--- src/rtl/elu_rr_scheduler_if.sv ---
// Request/response bus between the activation clients and the ELU scheduler.
//   req_valid  client -> scheduler  per-requester request valid
//   req_data   client -> scheduler  requester i operand in [i*DW +: DW]
//   req_ready  scheduler -> client  one-hot (or zero) accept
//   rsp_valid  scheduler -> client  result strobe (no backpressure)
//   rsp_id     scheduler -> client  requester the result belongs to
//   rsp_data   scheduler -> client  result data
interface elu_rr_scheduler_if #(
    parameter int NUM_REQ = 4,
    parameter int DW      = 32
);
    localparam int IW = $clog2(NUM_REQ);

    logic [NUM_REQ-1:0]    req_valid;
    logic [NUM_REQ*DW-1:0] req_data;
    logic [NUM_REQ-1:0]    req_ready;
    logic                  rsp_valid;
    logic [IW-1:0]         rsp_id;
    logic [DW-1:0]         rsp_data;

    // clients side
    modport master (
        output req_valid, req_data,
        input  req_ready, rsp_valid, rsp_id, rsp_data
    );

    // scheduler side
    modport slave (
        input  req_valid, req_data,
        output req_ready, rsp_valid, rsp_id, rsp_data
    );
endinterface

--- src/rtl/elu_rr_scheduler.sv ---
// Round-robin scheduler sharing one fixed-latency ELU between NUM_REQ clients.
// Each accepted beat is tagged with its requester id; the tag travels down a
// shift register aligned with the ELU latency and is re-attached to the result.
// Ports:
//   clk, rst        clock, synchronous active-high reset
//   en              1 = grant new beats; 0 = freeze arbitration, drain in-flight
//   bus             request/response bus (slave side)
//   elu_valid_in/elu_data_in    registered issue to the ELU
//   elu_valid_out/elu_data_out  ELU result
//   busy            a beat is issued and its response has not yet been emitted
//   err             sticky: ELU strobe disagreed with the tag pipeline tail
//   issue_cnt       wrapping count of accepted beats
module elu_rr_scheduler #(
    parameter int NUM_REQ   = 4,
    parameter int DW        = 32,
    parameter int ELU_LAT   = 3,
    parameter int MAX_BURST = 4
) (
    input  logic                   clk,
    input  logic                   rst,
    input  logic                   en,
    elu_rr_scheduler_if.slave      bus,
    output logic                   elu_valid_in,
    output logic [DW-1:0]          elu_data_in,
    input  logic                   elu_valid_out,
    input  logic [DW-1:0]          elu_data_out,
    output logic                   busy,
    output logic                   err,
    output logic [15:0]            issue_cnt
);
    localparam int IW = $clog2(NUM_REQ);
    localparam int BW = $clog2(MAX_BURST + 1);

    logic [IW-1:0] owner;
    logic [BW-1:0] burst;

    logic          gnt_vld;
    logic          keep;
    logic [IW-1:0] gnt_idx;

    logic [IW-1:0]               issue_id;
    logic [ELU_LAT-1:0]          tag_vld;
    logic [ELU_LAT-1:0][IW-1:0]  tag_id;

    // Owner keeps the grant while it has allowance; otherwise scan from
    // owner+1 with the owner itself last. If the scan lands back on the
    // owner (nobody else asking) it starts a fresh burst.
    always_comb begin
        int idx;
        gnt_vld = 1'b0;
        keep    = 1'b0;
        gnt_idx = owner;
        idx     = 0;
        if (en) begin
            if (bus.req_valid[owner] && (burst < BW'(MAX_BURST))) begin
                gnt_vld = 1'b1;
                keep    = 1'b1;
            end else begin
                for (int k = 1; k <= NUM_REQ; k++) begin
                    idx = (int'(owner) + k) % NUM_REQ;
                    if (!gnt_vld && bus.req_valid[idx]) begin
                        gnt_vld = 1'b1;
                        gnt_idx = IW'(idx);
                    end
                end
            end
        end
    end

    always_comb begin
        bus.req_ready = '0;
        if (gnt_vld) bus.req_ready[gnt_idx] = 1'b1;
    end

    always_ff @(posedge clk) begin
        if (rst) begin
            owner         <= '0;
            burst         <= '0;
            elu_valid_in  <= 1'b0;
            elu_data_in   <= '0;
            issue_id      <= '0;
            tag_vld       <= '0;
            tag_id        <= '0;
            bus.rsp_valid <= 1'b0;
            bus.rsp_id    <= '0;
            bus.rsp_data  <= '0;
            err           <= 1'b0;
            issue_cnt     <= '0;
        end else begin
            if (gnt_vld) begin
                if (keep) begin
                    burst <= burst + 1'b1;
                end else begin
                    owner <= gnt_idx;
                    burst <= BW'(1);
                end
                issue_cnt   <= issue_cnt + 16'd1;
                elu_data_in <= bus.req_data[int'(gnt_idx)*DW +: DW];
                issue_id    <= gnt_idx;
            end
            elu_valid_in <= gnt_vld;

            // Stage 0 follows the ELU input register so the tail lines up
            // with elu_valid_out ELU_LAT cycles after elu_valid_in.
            tag_vld[0] <= elu_valid_in;
            tag_id[0]  <= issue_id;
            for (int i = 1; i < ELU_LAT; i++) begin
                tag_vld[i] <= tag_vld[i-1];
                tag_id[i]  <= tag_id[i-1];
            end

            bus.rsp_valid <= elu_valid_out & tag_vld[ELU_LAT-1];
            bus.rsp_id    <= tag_id[ELU_LAT-1];
            bus.rsp_data  <= elu_data_out;

            if (elu_valid_out != tag_vld[ELU_LAT-1]) err <= 1'b1;
        end
    end

    assign busy = elu_valid_in | (|tag_vld) | bus.rsp_valid;

endmodule

--- src/flat_wrapper.sv ---
// flat-port wrapper written by rule: the top's interface ports become plain ports
module elu_rr_scheduler_flat 
#(
    parameter int NUM_REQ   = 4,
    parameter int DW        = 32,
    parameter int ELU_LAT   = 3,
    parameter int MAX_BURST = 4
)
  (clk, rst, en, elu_valid_in, elu_data_in, elu_valid_out, elu_data_out, busy, err, issue_cnt, bus_req_valid, bus_req_data, bus_req_ready, bus_rsp_valid, bus_rsp_id, bus_rsp_data);
  elu_rr_scheduler_if #(.NUM_REQ(NUM_REQ), .DW(DW)) bus_i ();
  input  logic clk;
  input  logic rst;
  input  logic en;
  output logic elu_valid_in;
  output logic [DW-1:0] elu_data_in;
  input  logic elu_valid_out;
  input  logic [DW-1:0] elu_data_out;
  output logic busy;
  output logic err;
  output logic [15:0] issue_cnt;
  input wire logic [$bits(bus_i.req_valid)-1:0] bus_req_valid;
  input wire logic [$bits(bus_i.req_data)-1:0] bus_req_data;
  output wire logic [$bits(bus_i.req_ready)-1:0] bus_req_ready;
  output wire logic [$bits(bus_i.rsp_valid)-1:0] bus_rsp_valid;
  output wire logic [$bits(bus_i.rsp_id)-1:0] bus_rsp_id;
  output wire logic [$bits(bus_i.rsp_data)-1:0] bus_rsp_data;
  assign bus_i.req_valid = bus_req_valid;
  assign bus_i.req_data = bus_req_data;
  assign bus_req_ready = bus_i.req_ready;
  assign bus_rsp_valid = bus_i.rsp_valid;
  assign bus_rsp_id = bus_i.rsp_id;
  assign bus_rsp_data = bus_i.rsp_data;
  elu_rr_scheduler #(.NUM_REQ(NUM_REQ), .DW(DW), .ELU_LAT(ELU_LAT), .MAX_BURST(MAX_BURST)) u_core (.clk(clk), .rst(rst), .en(en), .bus(bus_i), .elu_valid_in(elu_valid_in), .elu_data_in(elu_data_in), .elu_valid_out(elu_valid_out), .elu_data_out(elu_data_out), .busy(busy), .err(err), .issue_cnt(issue_cnt));
endmodule
--- config.mk ---
export PLATFORM = sky130hd
export DESIGN_NAME = elu_rr_scheduler_flat
export DESIGN_NICKNAME = d
export VERILOG_FILES = /design/src/rtl/elu_rr_scheduler_if.sv /design/src/rtl/elu_rr_scheduler.sv /design/src/flat_wrapper.sv
export SDC_FILE = /design/constraint.sdc
export NUM_CORES = 1
export LEC_CHECK = 0
export ABC_CLOCK_PERIOD_IN_PS = 2600
export BUFFER_PORTS_ARGS = -buffer_cell sky130_fd_sc_hd__clkbuf_2
export CORE_ASPECT_RATIO = 0.9
export CORE_UTILIZATION = 43
export DETAILED_ROUTE_END_ITERATION = 16
export PLACE_DENSITY_LB_ADDON = 0.2
export REMOVE_ABC_BUFFERS = 1
export SYNTH_ARGS = -nofsm -noshare
export SYNTH_HDL_FRONTEND = slang
export SYNTH_SLANG_ARGS = --single-unit
--- constraint.sdc ---
create_clock -name clk -period 2.6 [get_ports clk]
set_input_delay 0.26 -clock clk [delete_from_list [all_inputs] [get_ports clk]]
set_output_delay 0.26 -clock clk [all_outputs]
set_load 0.02 [all_outputs]
-- Word level (Yosys, flattened, before mapping)
Index checks and enable logic that the tools add are counted.
- reduce and logical (&&, ||, !) cells: 14
- equality and inequality tests: 1
- order comparisons: 8
- bitwise logic cells: 8
- muxes and demuxes: 38
- add/sub/neg operators: 6
- shift operators: 1
- operator list (operator ; number):
    $shiftx 128x8->32 ; 1
    $mux 1 ; 24
    $add 16x1->16 const B ; 1
    $lt 3x4->1 const B ; 4
    $mux 2 ; 6
    $bmux 1 s2 ; 5
    $reduce_or 2->1 ; 4
    $lt 2x3->1 const B ; 2
    $logic_and 1x1->1 ; 5
    $add 2x1->2 const B ; 2
    $add 2x2->2 const B ; 2
    $and 1x1->1 const A ; 4
    $mux 4 ; 1
    $add 3x1->3 const B ; 1
    $logic_not 1->1 ; 3
    $lt 3x3->1 const B ; 1
    $mux 3 ; 1
    $reduce_or 3->1 ; 1
    $demux 1 s2 ; 1
    $ge 2x1->1 const B ; 1
    $or 1x1->1 ; 2
    $reduce_and 2->1 ; 1
    $and 1x1->1 ; 1
    $ne 1x1->1 ; 1
    $not 1->1 ; 1
- flip-flop bits (word level): 101
- input port bits: 168

-- Longest topological paths before layout
- word-level depth: 29
- mapped depth: 10

-- Worst setup path after synthesis
Ideal clock, no wire load.
- kind: register to register
- start point: register u_core.owner[1]
- end point: register u_core.elu_data_in[25]
- arrival time: 2.218 ns
- library setup time: 0.123 ns
- setup slack: 0.259 ns
- data required time: 2.477 ns
- stages on the path, launching flop included: 11
- period minus slack after synthesis: 2.341 ns
- cell sequence: dfxtp_1 buf_6 or4b_1 o221ai_2 a22oi_1 nand3_2 buf_6 buf_4 mux2i_1 o21ai_0 a221o_2
- word-level cells in the longest chain between the ends: 23
- ends and longest elaborated chain (element ; line ; text):
    from (decl) ; elu_rr_scheduler.sv:34 ; logic [IW-1:0] owner;
    from (signal assigned) ; elu_rr_scheduler.sv:94 ; owner <= gnt_idx;
    $add 2x1->2 ; elu_rr_scheduler.sv:60 ; idx = (int'(owner) + k) % NUM_REQ;
    $bmux 1 s2 ; elu_rr_scheduler.sv:61 ; if (!gnt_vld && bus.req_valid[idx]) begin
    $mux 1 (implied by the code) (2 in a row) ; elu_rr_scheduler.sv:61 ;
    $mux 1 ; elu_rr_scheduler.sv:61 ;
    $mux 1 ; elu_rr_scheduler.sv:55 ; if (bus.req_valid[owner] && (burst < BW'(MAX_BURST))) begin
    $mux 1 ; elu_rr_scheduler.sv:54 ; if (en) begin
    $logic_not 1->1 ; elu_rr_scheduler.sv:61 ;
    $logic_and 1x1->1 ; elu_rr_scheduler.sv:61 ;
    [6 not listed] ; n/a ;
    $mux 1 ; elu_rr_scheduler.sv:55 ;
    $mux 1 ; elu_rr_scheduler.sv:54 ;
    $logic_not 1->1 ; elu_rr_scheduler.sv:61 ;
    $logic_and 1x1->1 ; elu_rr_scheduler.sv:61 ;
    $mux 2 ; elu_rr_scheduler.sv:61 ;
    $mux 2 ; elu_rr_scheduler.sv:55 ;
    $mux 2 ; elu_rr_scheduler.sv:54 ;
    $shiftx 128x8->32 ; elu_rr_scheduler.sv:98 ; elu_data_in <= bus.req_data[int'(gnt_idx)*DW +: DW];
    to (signal assigned) ; elu_rr_scheduler.sv:98 ;
    to (decl) ; elu_rr_scheduler.sv:24 ; output logic [DW-1:0] elu_data_in,
Parallel ways exist; a longest one is shown, timed or not. The select of a mux whose other input is x is not followed.
A chain may end at the register's enable or synchronous reset.

-- Final worst setup path
- start point: register u_core.owner[1]
- end point: output bus_req_ready[0]
- word-level cells in the longest chain between the ends: 27
- ends and longest elaborated chain (element ; line ; text):
    $add 2x1->2 ; elu_rr_scheduler.sv:60 ;
    $bmux 1 s2 ; elu_rr_scheduler.sv:61 ;
    $mux 1 (implied by the code) (2 in a row) ; elu_rr_scheduler.sv:61 ;
    $mux 1 ; elu_rr_scheduler.sv:61 ;
    $mux 1 ; elu_rr_scheduler.sv:55 ;
    $mux 1 ; elu_rr_scheduler.sv:54 ;
    $logic_not 1->1 ; elu_rr_scheduler.sv:61 ;
    $logic_and 1x1->1 ; elu_rr_scheduler.sv:61 ;
    [10 not listed] ; n/a ;
    $mux 2 ; elu_rr_scheduler.sv:61 ;
    $mux 2 ; elu_rr_scheduler.sv:55 ;
    $mux 2 ; elu_rr_scheduler.sv:54 ;
    $lt 2x3->1 (implied by the code) / $ge 2x1->1 (equally long branches) ; elu_rr_scheduler.sv:72 ; if (gnt_vld) bus.req_ready[gnt_idx] = 1'b1;
    $logic_and 1x1->1 (implied by the code) ; elu_rr_scheduler.sv:72 ;
    $mux 1 (implied by the code) ; elu_rr_scheduler.sv:72 ;
    $demux 1 s2 ; n/a ;
    $mux 4 (*) ; elu_rr_scheduler.sv:72 ;
    to (decl) ; flat_wrapper.sv:23 ; output wire logic [$bits(bus_i.req_ready)-1:0] bus_req_ready;
Mark *: on every way between the ends. The rest lies on a longest branch, timed or not. The select of a mux whose other input is x is not followed.

==> flow_summary.json <==
{
  "vias": 4072,
  "rows": 33,
  "worstSetupPathType": "flip-flop to output pin",
  "io_pins": 258,
  "port_buffers": 257,
  "ys_seq_area_frac": 0.481,
  "viasPerCell": 5.04,
  "rr_endpoint": "u_core.elu_data_in[26]",
  "report.final.setup_viol": 0,
  "ir_worst_vdd_v": 0.000311,
  "outcome": "completed",
  "first_pass_iters": 4,
  "setup_ws_ps": 90.7,
  "grt_usage": 0.222,
  "clk_pin_slew_ps": 100,
  "synth_edf_count": 0,
  "postCtsHoldBufs": 0,
  "slew_headroom": 0.438,
  "powerDensity_nw_per_um2": 605,
  "fp.coreArea_um2": 9290,
  "whs_path_depth": 2,
  "hold_end": "u_core.bus.rsp_data[17]",
  "layout.nets": 853,
  "globalplace.congestion": 0.979,
  "cp-end-kind": "output pin",
  "grt-ovfl-total": 0,
  "min_from": "elu_data_out[17]",
  "critPathMaxFanout": 7,
  "synth_area_um2": 4210,
  "dp_cells": 788,
  "drt_iter0_drc": 186,
  "drv_cap": 0,
  "dp_hpwl_mm": 9.14,
  "hp-class": "primary input to flip-flop",
  "dieArea_um2": 10200,
  "cp.arrival_ps": 2250,
  "die_w_um": 106,
  "post-route-util": 0.628,
  "p_leak_nw": 2.80,
  "fillers": 823,
  "synthDominantCellAreaShare": 0.481,
  "rrSetupSlack_ps": 100,
  "hold_viol_final": 0,
  "layout.cells.non_filler": 808,
  "syn_to_final_growth_pct": 38.8,
  "antenna_found_initial": 0,
  "slew_violations": 0,
  "grt_pass1_vias": 3658,
  "syn-instance-count": 431,
  "wirelength_mm": 12.2,
  "ys_types": 49,
  "clk_latency_ps": 350,
  "yosys.area.top_type": "dfxtp_1",
  "max_freq_mhz": 399,
  "detail-route-antenna-nets": 0,
  "start_kind": "flip-flop",
  "start_util": 0.453,
  "fin_crit_sh": 0.965,
  "reg2reg_from": "u_core.owner[1]",
  "numCtsBuffers": 9,
  "dp_slack_ps": 80.7,
  "synth.avg_cell_area_um2": 9.76,
  "drc": 0,
  "h-tree-depth": 3,
  "finalCriticalPeriod_ps": 2510,
  "yosysWarnings": 0,
  "finClkSkew_ps": 7.23,
  "reg2regPathDepth": 9,
  "cts.path.max_buffers": 2,
  "ys_seq_elements": 101,
  "tightestPinTransition_ps": 842,
  "hold_slack_ps": 115,
  "power_w": 0.00353,
  "die_y_um": 95.8,
  "grt_max_degree": 66,
  "synthTopCellsByArea": "dfxtp_1, mux2i_1, nor2b_1, o21ai_0, nand2_1",
  "synth_flop_cell": "dfxtp_1",
  "post_drt_wl_per_cell_um": 15.0,
  "cts_root_buffer": "clkbuf_8",
  "async_flop_share": 0,
  "cts_tree": "yes",
  "antenna_cells": 0,
  "cts.sinks": 101,
  "grt_pass1_wl_mm": 17.6,
  "critPathRequiredTime_ps": 2340,
  "drive_gt1_frac": 0.468
}
[Yosys cell counts, types with 2 or more instances]
| master | n |
|---|---|
| a221o_1 | 17 |
| inv_1 | 4 |
| nand3_1 | 3 |
| buf_4 | 2 |
| mux2i_1 | 33 |
| a221o_2 | 15 |
| buf_2 | 5 |
| nor2b_1 | 44 |
| xor2_1 | 7 |
| a21o_1 | 2 |
| a22oi_1 | 2 |
| nor3_1 | 5 |
| dfxtp_1 | 101 |
| xnor2_1 | 3 |
| or3_1 | 6 |
| o21ai_0 | 37 |
| and3_1 | 3 |
| ha_1 | 3 |
| clkbuf_1 | 15 |
| nand2_1 | 47 |
| buf_6 | 7 |
| nor2_1 | 30 |
| nand4_1 | 4 |
| buf_1 | 2 |
| a21oi_1 | 10 |
[stage by stage]
step / TNS (ps) / instance area (um2)
after floorplan: -41160 / 4020
after global placement: 0 / 5570
after detailed placement: 0 / 5570
after CTS: 0 / 5760
after global routing: -17.7 / 5840
final: 0 / 5840
[kinds of logic (layout without fill, tap and decap cells)]
family / after synthesis / after routing / share of synthesized area
and+or+nand+nor: 155 / 155 / 0.190
DFF: 101 / 101 / 0.481
AOI/OAI and AO/OA: 92 / 92 / 0.165
muxes: 35 / 35 / 0.0866
buffers and inverters: 35 / 290 / 0.0470
xor gates and xnor gates: 10 / 10 / 0.0208
adders and majority gates: 3 / 3 / 0.00893
[power breakdown]
group          internal, W  switching [W]  total, W
Combinational     0.000417       0.000474  0.000890
Clock             0.000360       0.000558  0.000918
Sequential         0.00166      0.0000599   0.00172
Total              0.00244        0.00109   0.00353
[cell type report]
cell class,instances,area (um2),area share
tap,122,153,0.0262
sequential,101,2030,0.348
clock buffer,9,124,0.0212
multi-input combinational,295,2020,0.346
inverter,4,15.0,0.00257
timing repair buffer,271,1440,0.247
clock inverter,6,53.8,0.00922
[how the worst max path moves through the flow]
stage	from	end	slack [ps]	cells past startpoint
floorplan	u_core.owner[1]	u_core.elu_data_in[10]	-1290	6
global placement	bus_req_valid[3]	u_core.elu_data_in[26]	160	9
detailed placement	bus_req_valid[3]	u_core.elu_data_in[26]	80	9
CTS	u_core.owner[1]	bus_req_ready[3]	7	8
global route	u_core.owner[1]	u_core.elu_data_in[26]	-8	9
finish	u_core.owner[1]	bus_req_ready[0]	90	8
[cell usage in the layout, fill, tap and decap left out, types with 2 or more instances in the layout]
master,count
nor2_2,2
buf_12,2
nand4_1,4
a221o_1,17
nand2_1,47
dfxtp_1,99
ha_1,3
o21ai_0,37
xor2_1,7
a21o_1,2
inv_6,2
clkbuf_8,9
inv_1,4
buf_4,12
nand3_1,3
and3_1,3
xnor2_1,3
nor3_1,5
nor2b_1,44
clkinv_4,2
dfxtp_4,2
nor2_1,29
a21oi_1,10
mux2i_1,32
or3_1,6
clkbuf_2,256
a221o_2,15
[sequential cells by signal (all words and copies together) (netlist names)]
signal and cells:
u_core.issue_id 2, u_core.bus.rsp_valid 1, u_core.bus.rsp_id 2, u_core.elu_data_in 32
u_core.burst 3, u_core.bus.rsp_data 32, u_core.err 1, u_core.owner 2
u_core.elu_valid_in 1, u_core.issue_cnt 16, u_core.tag_vld 3, u_core.tag_id 6
[critical path: stages, from the launching register on]
cell	delay [ps]
dfxtp_4	380
or4b_4	540
o221ai_2	250
a22oi_2	100
nand3_2	130
buf_12	120
nor2_1	50
and2_1	180
clkbuf_2	150
[metal layers]
metal,share of wire,track usage,vias up
met5,0,0,-
met4,0.017,0.0856,0
met3,0.081,0.0603,13
met2,0.52,0.392,205
met1,0.39,0.259,1830
li1,-,-,2024
[what timing repair did]
| item | 4_1_cts | 5_1_grt |
|---|---|---|
| pin swaps | 1 | 4 |
| gates resized for setup | 1 | 11 |
| setup endpoints to repair | 3 | 30 |
| setup buffers | 1 | 4 |
Power figures use the tool's default switching activity.
